File: src/rtl/mem_stage_sl.sv
`default_nettype none
// ============================================================================
// mem_stage_sl : MS pipeline stage; waits for sram-like data responses,
//                buffers them under WB stall, extends loads, drops flushed ones
// Revision     : 1.0
// ============================================================================
module mem_stage_sl #(
  parameter int EXC_W      = 7,
  parameter int MAX_CANCEL = 3
) (
  input  logic             clk,
  input  logic             resetn,
  input  logic             es_to_ms_valid,
  output logic             ms_allowin,
  input  logic [31:0]      es_pc,
  input  logic [31:0]      es_alu_result,
  input  logic             es_rf_we,
  input  logic [4:0]       es_rf_waddr,
  input  logic             es_mem_req,
  input  logic             es_res_from_mem,
  input  logic [2:0]       es_ld_op,
  input  logic [EXC_W-1:0] es_except,
  input  logic             es_cancel_req,
  input  logic             data_sram_data_ok,
  input  logic [31:0]      data_sram_rdata,
  input  logic             except_flush,
  input  logic             ws_allowin,
  output logic             ms_to_ws_valid,
  output logic [31:0]      ms_pc,
  output logic             ms_rf_we,
  output logic [4:0]       ms_rf_waddr,
  output logic [31:0]      ms_rf_wdata,
  output logic [EXC_W-1:0] ms_except,
  output logic [31:0]      ms_vaddr,
  output logic             ms_ld_wait,
  output logic             ms_mem_busy
);

  localparam int C_CNT_W = $clog2(MAX_CANCEL + 1);
  localparam int C_SUM_W = C_CNT_W + 2;

  logic             r_ms_valid;
  logic             r_buf_valid;
  logic [31:0]      r_buf;
  logic [C_CNT_W-1:0] r_cancel_cnt;
  logic [31:0]      r_pc;
  logic [31:0]      r_alu;
  logic             r_rf_we;
  logic [4:0]       r_rf_waddr;
  logic             r_mem_req;
  logic             r_res_from_mem;
  logic [2:0]       r_ld_op;
  logic [EXC_W-1:0] r_except;

  logic             w_cnt_nz;
  logic             w_owned;
  logic             w_got;
  logic             w_ready_go;
  logic             w_accept;
  logic             w_leave;
  logic             w_pending;
  logic [31:0]      w_rdata;
  logic [15:0]      w_half;
  logic [7:0]       w_byte;
  logic [31:0]      w_load_ext;
  logic [C_SUM_W-1:0] w_inc_pend;
  logic [C_SUM_W-1:0] w_inc_ex;
  logic [C_SUM_W-1:0] w_dec;
  logic [C_SUM_W-1:0] w_cnt_flush;
  logic [C_SUM_W-1:0] w_cnt_run;

  // A response is ours only once all cancelled responses ahead of it drained.
  assign w_cnt_nz   = (r_cancel_cnt != '0);
  assign w_owned    = data_sram_data_ok & ~w_cnt_nz & r_ms_valid & r_mem_req & ~r_buf_valid;
  assign w_got      = r_buf_valid | w_owned;
  assign w_ready_go = ~r_mem_req | w_got;
  assign w_pending  = r_ms_valid & r_mem_req & ~w_got;

  assign ms_to_ws_valid = r_ms_valid & w_ready_go;
  assign ms_allowin     = resetn & (~r_ms_valid | (w_ready_go & ws_allowin));
  assign w_accept       = es_to_ms_valid & ms_allowin;
  assign w_leave        = ms_to_ws_valid & ws_allowin;

  assign w_inc_pend  = {{(C_SUM_W-1){1'b0}}, w_pending};
  assign w_inc_ex    = {{(C_SUM_W-1){1'b0}}, es_cancel_req};
  assign w_dec       = {{(C_SUM_W-1){1'b0}}, data_sram_data_ok & w_cnt_nz};
  assign w_cnt_flush = {2'b00, r_cancel_cnt} + w_inc_pend + w_inc_ex - w_dec;
  assign w_cnt_run   = {2'b00, r_cancel_cnt} - w_dec;

  assign w_rdata = r_buf_valid ? r_buf : data_sram_rdata;

  always_comb begin
    w_half     = r_alu[1] ? w_rdata[31:16] : w_rdata[15:0];
    w_byte     = w_rdata[7:0];
    w_load_ext = '0;
    case (r_alu[1:0])
      2'd1:    w_byte = w_rdata[15:8];
      2'd2:    w_byte = w_rdata[23:16];
      2'd3:    w_byte = w_rdata[31:24];
      default: w_byte = w_rdata[7:0];
    endcase
    case (r_ld_op)
      3'd0:    w_load_ext = w_rdata;
      3'd1:    w_load_ext = {{16{w_half[15]}}, w_half};
      3'd2:    w_load_ext = {16'h0000, w_half};
      3'd3:    w_load_ext = {{24{w_byte[7]}}, w_byte};
      3'd4:    w_load_ext = {24'h000000, w_byte};
      default: w_load_ext = '0;
    endcase
  end

  assign ms_pc       = r_pc;
  assign ms_vaddr    = r_alu;
  assign ms_rf_we    = r_ms_valid & r_rf_we;
  assign ms_rf_waddr = r_rf_waddr;
  assign ms_rf_wdata = r_res_from_mem ? w_load_ext : r_alu;
  assign ms_except   = r_ms_valid ? r_except : '0;
  assign ms_ld_wait  = r_ms_valid & r_res_from_mem & r_mem_req & ~w_got;
  assign ms_mem_busy = w_pending | w_cnt_nz;

  always_ff @(posedge clk) begin
    if (!resetn) begin
      r_ms_valid     <= 1'b0;
      r_buf_valid    <= 1'b0;
      r_buf          <= '0;
      r_cancel_cnt   <= '0;
      r_pc           <= '0;
      r_alu          <= '0;
      r_rf_we        <= 1'b0;
      r_rf_waddr     <= '0;
      r_mem_req      <= 1'b0;
      r_res_from_mem <= 1'b0;
      r_ld_op        <= '0;
      r_except       <= '0;
    end else if (except_flush) begin
      r_ms_valid   <= 1'b0;
      r_buf_valid  <= 1'b0;
      r_cancel_cnt <= w_cnt_flush[C_CNT_W-1:0];
    end else begin
      r_cancel_cnt <= w_cnt_run[C_CNT_W-1:0];
      if (w_accept) begin
        r_ms_valid     <= 1'b1;
        r_buf_valid    <= 1'b0;
        r_pc           <= es_pc;
        r_alu          <= es_alu_result;
        r_rf_we        <= es_rf_we;
        r_rf_waddr     <= es_rf_waddr;
        r_mem_req      <= es_mem_req;
        r_res_from_mem <= es_res_from_mem;
        r_ld_op        <= es_ld_op;
        r_except       <= es_except;
      end else if (w_leave) begin
        r_ms_valid  <= 1'b0;
        r_buf_valid <= 1'b0;
      end else if (w_owned && !ws_allowin) begin
        r_buf_valid <= 1'b1;
        r_buf       <= data_sram_rdata;
      end
    end
  end

endmodule
`default_nettype wire

File: config.mk
export PLATFORM = sky130hd
export DESIGN_NAME = mem_stage_sl
export DESIGN_NICKNAME = d
export VERILOG_FILES = /design/src/rtl/mem_stage_sl.sv
export SDC_FILE = /design/constraint.sdc
export NUM_CORES = 1
export LEC_CHECK = 0
export ABC_CLOCK_PERIOD_IN_PS = 4000
export CORE_AREA = 5 5 150 152
export DETAILED_ROUTE_END_ITERATION = 10
export DIE_AREA = 0 0 155 157
export DONT_BUFFER_PORTS = 1
export PLACE_DENSITY = 0.51
export REMOVE_ABC_BUFFERS = 1
export SLEW_MARGIN = 10
export SYNTH_ARGS = -nofsm -noshare
export SYNTH_HDL_FRONTEND = slang
export SYNTH_SLANG_ARGS = --single-unit
File: constraint.sdc
create_clock -name clk -period 4 [get_ports clk]
set_input_delay 1 -clock clk [delete_from_list [all_inputs] [get_ports clk]]
set_output_delay 1 -clock clk [all_outputs]
set_load 0.01 [all_outputs]
==> impl_metrics.csv <==
group,metric,value,unit
status,status,"complete, no violations",
drt,drc,0,
die,die_w,155,um
clock_tree,cts_tree,"done",
clock_tree,cts.repair.resized,0,
power,leakagePower,2.66,nW
synth,synth-edff-count,0,
clock_tree,worstSkewPairLatency,0.41,ns
critical_path,cpPeakStageDelay,0.61,ns
die,die_area,24300,um2
sta,relSlewSlack,44.3,%
placed_design,port_buffers,0,
drt,wl,20000,um
clock_tree,path_clk_slew,0.06,ns
synth,syn-cell-area,6190,um2
drt,vias,5128,
synth,ys_seq_area_share,38.1,%
sta,final-setup-viol-count,0,
global_route,grt_first_pass_wirelength,31200,um
synth,synth-seq-cells,118,
global_route,grt_max_degree,120,
critical_path,cp.depth,5,
sta,final_max_slew_viol_count,0,
worst_hold_path,hold_path_depth,2,
critical_path,crit_path_start_kind,"flop",
critical_path,worstPathRequired,3.00,ns
clock_tree,clock_tree.buffer_depth,2,
global_route,antenna_found_initial,0,
drt,dr.pass1.iters,4,
drt,ant_nets,0,
finish,nNetsFinal,865,
critical_path,cp_max_fo,45,
sta,hold_viol,0,
worst_hold_path,min_from,"r_except[0]",
clock_tree,numClockSinks,118,
synth,yosysUniqueCellTypes,42,
sta,clock_skew,0.00962,ns
clock_tree,cts_hold_buf,0,
clock_tree,h-tree-depth,4,
synth,synth_area_leaders,"dfxtp_1 (38%), mux2i_1 (11%), nand2_1 (10%)",
sta,max_freq,278,MHz
critical_path,path_class,"flop to primary output",
critical_path,cp.arrival,2.60,ns
critical_path,reg2reg_from,"r_buf_valid",
power,total_power,3.12,mW
critical_path,cp_top_family,"buffers and inverters",
power,ir_worst_vdd,0.000232,V
synth,netlist_top_cells_count,"nand2_1 (168), dfxtp_1 (118), o21ai_0 (66), mux2i_1 (65), nor2b_1 (50)",
synth,synth_area_per_cell,8.23,um2
placed_design,gp_congestion,0.771,
critical_path,cp_slowest_cell,"buf_4",
sta,rsz0062_at_grt,"no",
critical_path,regToRegSetupSlack,1.23,ns
clock_tree,post_cts_buffers,0,
drt,viasPerCell,4.98,
finish,antenna_cells,0,
finish,drive_gt1_share,11.8,%
global_route,grt_pass1_vias,5209,
drt,initialDrtViolationCount,251,
die,rows,53,
critical_path,reg2reg_to,"ms_vaddr[20]",
die,die_y,157,um
clock_tree,cts-root-buf,"clkbuf_16",
die,initial_utilization,29.7,%
drt,avgRoutedWirePerCell,19.5,um
finish,final_area,7040,um2
critical_path,cp_cell_sequence,"buf_4 -> mux4_2 -> mux2i_1 -> o221ai_1 -> buf_4",
worst_hold_path,holdCritPathClass,"flop to flop",
clock_tree,cts-buffers-inserted,17,
power,power_density,444,nW/um2
global_route,overflow,0,
worst_hold_path,min_to,"r_except[0]",
die,core_area,20900,um2
placed_design,detailedPlacementHpwl,14200,um
placed_design,dpl-instance-area,6470,um2
critical_path,crit_buf_inv,2,
synth,yosysMostFrequentCell,"nand2_1",
sta,tightestPinTransition,0.836,ns
synth,syn_inst,753,
synth,synth-main-ff-cell,"dfxtp_1",
synth,synth_top_area_share,38.1,%
global_route,groute.usage.overall,16.5,%
sta,fin_crit_sh,90.1,%
sta,fin_crit,3.60,ns
die,ioPinCount,234,
job,maxCapViolCount,0,
synth,synth_top_area_cell,"dfxtp_1",
synth,async_reset_ff_share,0,%
finish,area_delta_synth_final,13.6,%
critical_path,ff2ff_path_depth,5,
critical_path,worst_path_most_repeated_cell,"buf_4",
critical_path,cp-end-kind,"primary output",
synth,ys_warn_count,0,
[stage by stage]
stage / TNS, ns / instances / util (%) / setup WS (ns) / hold WS, ns
2_1_floorplan: -265.24 / 692 / - / -3.21 / 0.424
3_3_place_gp: 0 / 997 / 31.0 / 0.573 / 0.432
3_5_place_dp: 0 / 997 / 31.0 / 0.531 / 0.440
4_1_cts: 0 / 1029 / 33.7 / 0.352 / 0.449
5_1_grt: 0 / 1029 / 33.7 / 0.263 / 0.480
6_report: 0 / 1029 / 33.7 / 0.397 / 0.444
[power breakdown]
part           internal (mW)  leakage (nW)  switching, mW  total [mW]
clock                  0.869         0.276          0.622        1.49
combinational          0.144          1.42          0.193       0.336
sequential              1.23         0.963         0.0694        1.30
[layout by cell type (no fill, tap or decap), types with 3 or more instances in the layout]
cell / netlist / routed
nor2b_1: 50 / 50
mux2i_1: 65 / 65
and2_1: 13 / 13
a21oi_1: 33 / 33
o21ai_0: 66 / 66
nor3_1: 25 / 25
inv_6: 0 / 7
dfxtp_1: 118 / 116
clkinv_4: 0 / 3
o21ai_1: 29 / 28
nand2_1: 168 / 168
inv_1: 5 / 5
mux4_2: 15 / 15
nand2b_1: 17 / 17
nor2_1: 38 / 38
o221ai_1: 8 / 8
clkbuf_16: 0 / 17
mux2_2: 7 / 7
a22oi_1: 8 / 8
buf_4: 2 / 28
[cell families (layout without fill, tap and decap cells)]
group / count (synthesis) / in the layout / synth area share, %
buffers and inverters: 67 / 68 / 5.78
adders and majority gates: 4 / 4 / 0.889
muxes: 87 / 87 / 17.2
xor gates and xnor gates: 3 / 3 / 0.424
DFF: 118 / 118 / 38.1
and+or+nand+nor: 322 / 322 / 24.0
AOI/OAI and AO/OA: 152 / 152 / 13.6
[layout make-up]
type                       instances  area, um2
timing repair buffer              30        250
inverter                           6       22.5
fill                            2209      13800
clock inverter                    15        143
clock buffer                      17        425
multi-input combinational        568       3490
sequential                       118       2360
tap                              275        344
[layer usage]
layer | up-vias | global-route usage (%) | share of wire (%)
met3 | 7 | 6.87 | 9.6
met5 | - | 0 | 0
met4 | 0 | 3.36 | 0.76
met2 | 190 | 26.2 | 45
li1 | 2553 | - | -
met1 | 2378 | 21.1 | 44
[worst min-delay path: stages (launching register included)]
cell,delay [ns]
dfxtp_1,0.31
nand2_1,0.05
o21ai_1,0.04
[sequential cells by signal, summed over array words and instances, names as in the netlist]
signal	cells
r_mem_req	1
ms_pc	32
r_ms_valid	1
r_res_from_mem	1
r_rf_we	1
r_ld_op	3
ms_vaddr	32
r_buf_valid	1
r_cancel_cnt	2
r_buf	32
ms_rf_waddr	5
r_except	7
[worst max path at each step]
stage | from | to | slack, ns
final | r_buf_valid | ms_rf_wdata[5] | 0.40
after global routing | r_buf_valid | ms_rf_wdata[5] | 0.26
after CTS | r_buf_valid | ms_rf_wdata[5] | 0.35
after detailed placement | data_sram_rdata[7] | ms_rf_wdata[14] | 0.53
after global placement | data_sram_rdata[7] | ms_rf_wdata[14] | 0.57
after floorplan | r_buf_valid | ms_pc[10] | -3.21
Note: power is estimated with default switching activity, not from simulation.
